==> src/rtl/fib_req_scheduler.sv <==
// fib_req_scheduler
//
// Two-requester Fibonacci term server. A round-robin arbiter accepts one
// request at a time. One shared adder then iterates F(0)=1, F(1)=1,
// F(n)=F(n-1)+F(n-2) until it reaches the requested index. The result is
// held on the response port until the consumer accepts it.
//
// Parameters
//   DATA_WIDTH : width of the result (results wrap modulo 2^DATA_WIDTH)
//   IDX_WIDTH  : width of the requested term index
//
// Ports
//   clk        : sole clock, rising edge
//   reset      : synchronous, active-high
//   req_valid  : [1:0] per-requester request valid
//   req_ready  : [1:0] per-requester accept (one-hot or zero)
//   req_idx0   : term index n from requester 0
//   req_idx1   : term index n from requester 1
//   resp_valid : response valid
//   resp_ready : response consumer accept
//   resp_id    : requester that owns the current response
//   resp_data  : F(n) modulo 2^DATA_WIDTH
//   resp_ovf   : F(n) did not fit in DATA_WIDTH bits
//   busy       : high whenever the scheduler is not idle
//
// States
//   ST_IDLE    | waiting for a request; arbiter drives req_ready
//   ST_COMPUTE | iterating the adder until count reaches the captured index
//   ST_RESP    | presenting the result until resp_ready
module fib_req_scheduler #(
    parameter int DATA_WIDTH = 32,
    parameter int IDX_WIDTH  = 6
) (
    input  logic                  clk,
    input  logic                  reset,
    input  logic [1:0]            req_valid,
    output logic [1:0]            req_ready,
    input  logic [IDX_WIDTH-1:0]  req_idx0,
    input  logic [IDX_WIDTH-1:0]  req_idx1,
    output logic                  resp_valid,
    input  logic                  resp_ready,
    output logic                  resp_id,
    output logic [DATA_WIDTH-1:0] resp_data,
    output logic                  resp_ovf,
    output logic                  busy
);

    typedef enum logic [1:0] {
        ST_IDLE    = 2'd0,
        ST_COMPUTE = 2'd1,
        ST_RESP    = 2'd2
    } state_t;

    state_t                state_q, state_d;
    logic [DATA_WIDTH-1:0] cur_q, cur_d;
    logic [DATA_WIDTH-1:0] prev_q, prev_d;
    logic [IDX_WIDTH-1:0]  count_q, count_d;
    logic [IDX_WIDTH-1:0]  idx_q, idx_d;
    logic                  id_q, id_d;
    logic                  ovf_q, ovf_d;
    logic                  last_q, last_d;
    logic [DATA_WIDTH-1:0] resp_data_q, resp_data_d;
    logic                  resp_id_q, resp_id_d;
    logic                  resp_ovf_q, resp_ovf_d;

    logic [1:0]            grant;
    logic                  grant_id;
    logic                  req_hs;
    logic [DATA_WIDTH:0]   sum_w;

    // Round-robin arbiter. last_q names the requester served most recently;
    // when both are valid the other one wins. Grants are suppressed while
    // reset is high so no handshake can coincide with a reset edge.
    always_comb begin
        grant = 2'b00;
        if (state_q == ST_IDLE && !reset) begin
            unique case (req_valid)
                2'b01:   grant = 2'b01;
                2'b10:   grant = 2'b10;
                2'b11:   grant = last_q ? 2'b01 : 2'b10;
                default: grant = 2'b00;
            endcase
        end
    end

    assign grant_id = grant[1];
    assign req_hs   = |grant;

    // One extra bit catches the carry out of the shared adder.
    assign sum_w = {1'b0, cur_q} + {1'b0, prev_q};

    always_comb begin
        state_d     = state_q;
        cur_d       = cur_q;
        prev_d      = prev_q;
        count_d     = count_q;
        idx_d       = idx_q;
        id_d        = id_q;
        ovf_d       = ovf_q;
        last_d      = last_q;
        resp_data_d = resp_data_q;
        resp_id_d   = resp_id_q;
        resp_ovf_d  = resp_ovf_q;

        unique case (state_q)
            ST_IDLE: begin
                if (req_hs) begin
                    idx_d   = grant_id ? req_idx1 : req_idx0;
                    id_d    = grant_id;
                    last_d  = grant_id;
                    cur_d   = {{(DATA_WIDTH-1){1'b0}}, 1'b1};
                    prev_d  = '0;
                    count_d = '0;
                    ovf_d   = 1'b0;
                    state_d = ST_COMPUTE;
                end
            end
            ST_COMPUTE: begin
                if (count_q == idx_q) begin
                    resp_data_d = cur_q;
                    resp_id_d   = id_q;
                    resp_ovf_d  = ovf_q;
                    state_d     = ST_RESP;
                end else begin
                    cur_d   = sum_w[DATA_WIDTH-1:0];
                    prev_d  = cur_q;
                    count_d = count_q + 1'b1;
                    ovf_d   = ovf_q | sum_w[DATA_WIDTH];
                end
            end
            ST_RESP: begin
                // Returning to IDLE costs one cycle, so a new request can
                // never be accepted on the response handshake cycle.
                if (resp_ready) begin
                    state_d = ST_IDLE;
                end
            end
            default: begin
                state_d = ST_IDLE;
            end
        endcase
    end

    always_ff @(posedge clk) begin
        if (reset) begin
            state_q     <= ST_IDLE;
            cur_q       <= '0;
            prev_q      <= '0;
            count_q     <= '0;
            idx_q       <= '0;
            id_q        <= 1'b0;
            ovf_q       <= 1'b0;
            last_q      <= 1'b1;
            resp_data_q <= '0;
            resp_id_q   <= 1'b0;
            resp_ovf_q  <= 1'b0;
        end else begin
            state_q     <= state_d;
            cur_q       <= cur_d;
            prev_q      <= prev_d;
            count_q     <= count_d;
            idx_q       <= idx_d;
            id_q        <= id_d;
            ovf_q       <= ovf_d;
            last_q      <= last_d;
            resp_data_q <= resp_data_d;
            resp_id_q   <= resp_id_d;
            resp_ovf_q  <= resp_ovf_d;
        end
    end

    assign req_ready  = grant;
    assign resp_valid = (state_q == ST_RESP);
    assign resp_id    = resp_id_q;
    assign resp_data  = resp_data_q;
    assign resp_ovf   = resp_ovf_q;
    assign busy       = (state_q != ST_IDLE);

endmodule

==> config.mk <==
export PLATFORM = sky130hd
export DESIGN_NAME = fib_req_scheduler
export DESIGN_NICKNAME = d
export VERILOG_FILES = /design/src/rtl/fib_req_scheduler.sv
export SDC_FILE = /design/constraint.sdc
export NUM_CORES = 1
export LEC_CHECK = 0
export ABC_AREA = 0
export CAP_MARGIN = 20
export CORE_MARGIN = 1
export CORE_UTILIZATION = 64
export CTS_BUF_LIST = sky130_fd_sc_hd__clkbuf_16
export CTS_CLUSTER_SIZE = 24
export DETAILED_ROUTE_END_ITERATION = 10
export DONT_BUFFER_PORTS = 1
export HOLD_SLACK_MARGIN = 0.05
export PLACE_DENSITY = 0.86
export SYNTH_ARGS = -nofsm -noshare
export SYNTH_HDL_FRONTEND = slang
export SYNTH_SLANG_ARGS = --single-unit
==> constraint.sdc <==
create_clock -name clk -period 2.9 [get_ports clk]
set_input_delay 0.87 -clock clk [delete_from_list [all_inputs] [get_ports clk]]
set_output_delay 0.87 -clock clk [all_outputs]
set_load 0.02 [all_outputs]
==> results of run 1 <==
kinds of logic (layout without fill, tap and decap cells):
kind of cell	after synthesis	after routing	share of synthesized area, %
XOR/XNOR	33	33	4.78
AO/OA/AOI/OAI	220	220	22.2
multiplexers	8	8	1.33
flip-flops	115	115	38.1
buffers and inverters	63	56	4.22
adder cells (fa/ha/maj)	34	34	7.16
AND/OR/NAND/NOR	297	297	22.2
registers in the layout, summed over array words and instances (netlist names), 2 cells and up:
name	count
resp_data	32
cur_q	32
prev_q	32
count_q	6
state_q	2
idx_q	6
worst paths after layout:
check | depth (start not counted) | start | to | slack (ps)
min reg2reg | 2 | prev_q[30]$_SDFFE_PP0P_ | prev_q[30]$_SDFFE_PP0P_ | 450
max reg2reg | 10 | cur_q[0]$_SDFFE_PP0P_ | cur_q[28]$_SDFFE_PP0P_ | 220
max | 10 | cur_q[0]$_SDFFE_PP0P_ | cur_q[28]$_SDFFE_PP0P_ | 220
min | 2 | prev_q[30]$_SDFFE_PP0P_ | prev_q[30]$_SDFFE_PP0P_ | 450
Yosys cell counts, types with 3 or more instances:
master	instances	share of area, %
clkbuf_1	40	2.5
a211o_1	3	0.43
nor2_1	33	2.0
dfxtp_1	115	38
a211oi_1	8	0.99
and2_1	5	0.52
nand2_1	146	9.1
ha_1	33	6.8
a21oi_1	108	8.9
xor2_1	16	2.3
o21a_1	3	0.37
and3_1	8	0.83
o21bai_1	4	0.50
mux2i_1	8	1.3
buf_1	4	0.25
nor4_1	3	0.31
nor3_1	11	0.91
inv_1	11	0.68
nor2b_1	6	0.62
or3_1	3	0.31
nand4_1	12	1.2
a21o_1	10	1.2
a31oi_1	8	0.83
nand3_1	55	4.6
o211ai_1	4	0.50
o2111ai_1	3	0.43
o31ai_1	4	0.50
o21ai_0	37	3.1
a22oi_1	3	0.37
buf_2	6	0.50
xnor2_1	17	2.5
nand2b_1	5	0.52
worst min-delay path, cell delays in order, from the launching register on:
cell and delay, ps:
dfxtp_1 310, nand2_1 50, a21oi_1 50
layer usage:
metal	vias up	wire length, um
met1	2554	6200
met2	232	7360
met5	-	0
met3	42	882
li1	2691	-
met4	0	426
layout by cell type, fill, tap and decap left out, drive strengths merged, types with 3 or more instances in the layout:
| cell | Yosys | layout |
|---|---|---|
| a211o | 3 | 3 |
| a211oi | 8 | 8 |
| a21o | 11 | 11 |
| a21oi | 109 | 109 |
| a22oi | 3 | 3 |
| a31oi | 8 | 8 |
| a41oi | 3 | 3 |
| and2 | 6 | 6 |
| and3 | 8 | 8 |
| buf | 10 | 16 |
| bufinv | 0 | 3 |
| clkbuf | 42 | 17 |
| clkinv | 0 | 6 |
| dfxtp | 115 | 115 |
| ha | 33 | 33 |
| inv | 11 | 14 |
| mux2i | 8 | 8 |
| nand2 | 146 | 146 |
| nand2b | 6 | 6 |
| nand3 | 55 | 55 |
| nand4 | 12 | 12 |
| nor2 | 33 | 33 |
| nor2b | 6 | 6 |
| nor3 | 11 | 11 |
| nor4 | 3 | 3 |
| o2111ai | 3 | 3 |
| o211ai | 4 | 4 |
| o21a | 3 | 3 |
| o21ai | 39 | 39 |
| o21bai | 4 | 4 |
| o31ai | 5 | 5 |
| or3 | 4 | 4 |
| xnor2 | 17 | 17 |
| xor2 | 16 | 16 |
stage by stage:
stage | area, um^2 | total power [mW] | util [%]
after floorplan | 6040 | 1.90 | -
after global placement | 6100 | 1.98 | 66.3
after detailed placement | 6100 | 2.00 | 66.3
after CTS | 6650 | 3.96 | 72.3
after global routing | 6670 | 4.07 | 72.5
final | 6670 | 3.96 | 72.5
timing repair:
item                       CTS  global route
hold buffers                 0             0
setup endpoints to repair    0             5
gates resized for setup      0             3
power groups by stage:
stage	clock network, mW	logic [mW]	registers [mW]
2_1_floorplan	0	0.243	1.66
6_report	1.98	0.340	1.63
5_1_grt	2.07	0.366	1.63
3_5_place_dp	0	0.330	1.67
4_1_cts	1.99	0.336	1.63
3_3_place_gp	0	0.318	1.66
layout make-up:
type	instances	share of cell area, %
clock buffers	17	6.38
inverters	11	0.619
repair buffers	16	1.80
multi-input cells	592	52.7
clock inverters	12	1.90
well taps	111	2.08
flip-flops and latches	115	34.5
==> impl_metrics.toml, run 1 <==
[timing]
slew_violations = 0
tightest_slew_ps = 909
fin_tns_setup_ps = 0
hold_viol = 0
setup_viol = 0
min_period_ps = 2680
rsz0062_at_grt = "no"
max_clock_freq_mhz = 373
fin_ws_ps = 221
clock_skew_ps = 6.70
min_period_over_period_pct = 92.4
whs_ps = 451
relSlewSlack_pct = 39.4

[global_routing]
antenna_found_initial = 0
grt_pass1_vias = 5330
grt_overflow = 0
grt_max_degree = 89
top_usage_layer = "met2"
gr-usage-met1_pct = 37.1
grt_use_total_pct = 31.2
use_met3_pct = 7.03
grt_pass1_wl_mm = 24.5
use_met2_pct = 54.4

[cells_and_area]
multiInputGateArea_um2 = 3510
drive_gt1_share_pct = 7.47
fill_cells = 685
final_net_count = 804
instances_no_fill = 874
area.sequential_um2 = 2300
n_antenna_cell = 0
area_growth_pct = 10.3

[die]
std_cell_rows = 35
dieHeight_um = 99.2
start_util_pct = 65.7
pin_count = 55
coreArea_um2 = 9200
dieArea_um2 = 9840
die_w_um = 99.2

[clock_tree]
clk_pin_slew_ps = 50
clock_latency_ps = 410
cts_buffers = 17
cts_tree = "yes"
clkSinkCount = 115
ctsLongestPathBuffers = 2
cts-root-buf = "clkbuf_16"
htree_levels = 4
post_cts_buffers = 0

[detailed_routing]
drtIter0Drc = 424
dr_total_vias = 5519
wire_per_inst_um = 17.0
vias_per_cell = 6.31
detail-route-antenna-nets = 0
first_pass_iters = 6
wl_mm = 14.9
drcViolationCount = 0

[power]
p_sw_mw = 0.957
p_int_mw = 3.00
power_frac_comb_pct = 8.6
power.density_nw_per_um2 = 594
pwr-share-seq_pct = 41.3
swShare_pct = 24.2
power_frac_clock_pct = 50.1
ir_worst_vdd_uv = 472
leakagePower_nw = 2.57

[critical_path]
path_buf_inv = 1
cp-start-kind = "flip-flop"
worstPathMaxFanout = 5
critPathKind = "reg2reg"
worstPathArrival_ps = 3020
path_cells = "ha_1, inv_1, fa_1, nor2b_2, o2111ai_2, a211oi_2, o21ai_0, a21o_1, or4_1, nand3_1"
slowest_stage = "or4_1"
end_kind = "flip-flop"
cpLargestDelayFamily = "compound AO/OA/AOI/OAI gates"
worstPathRequired_ps = 3240
slowest_delay_ps = 420

[min_path]
hold_path_class = "reg2reg"

[placement]
pre_cts_ws_ps = 157
gp_congestion = 0.904
io_buffers = 0
place_hpwl_mm = 10.0
post-place-cells = 845

[status]
status = "completed"

[synth]
dominantRegCellSynth = "dfxtp_1"
syn_avg_cell_area_um2 = 7.85
ys_seq_elements = 115
ys_seq_area_share_pct = 38.1
yosys_warnings = 0
synthArstFlopShare_pct = 0
synthCells = 770
mappedNetlistNets = 821
syn_area_um2 = 6040
synth_edf_count = 0
netlist-cell-type-count = 63

[job]
cap_violations = 0
No activity file was read; power rests on OpenSTA's default activity.
==> run 2: changes to the inputs <==
HOLD_SLACK_MARGIN = 0.06   (was 0.05)
==> results of run 2 <==
No change in the layout: final DEF, timing and power equal those of run 1.
==> run 3: changes to the inputs <==
GPL_TIMING_DRIVEN = 1   (was not set)
==> results of run 3 <==
No change in the layout: final DEF, timing and power equal those of run 1.
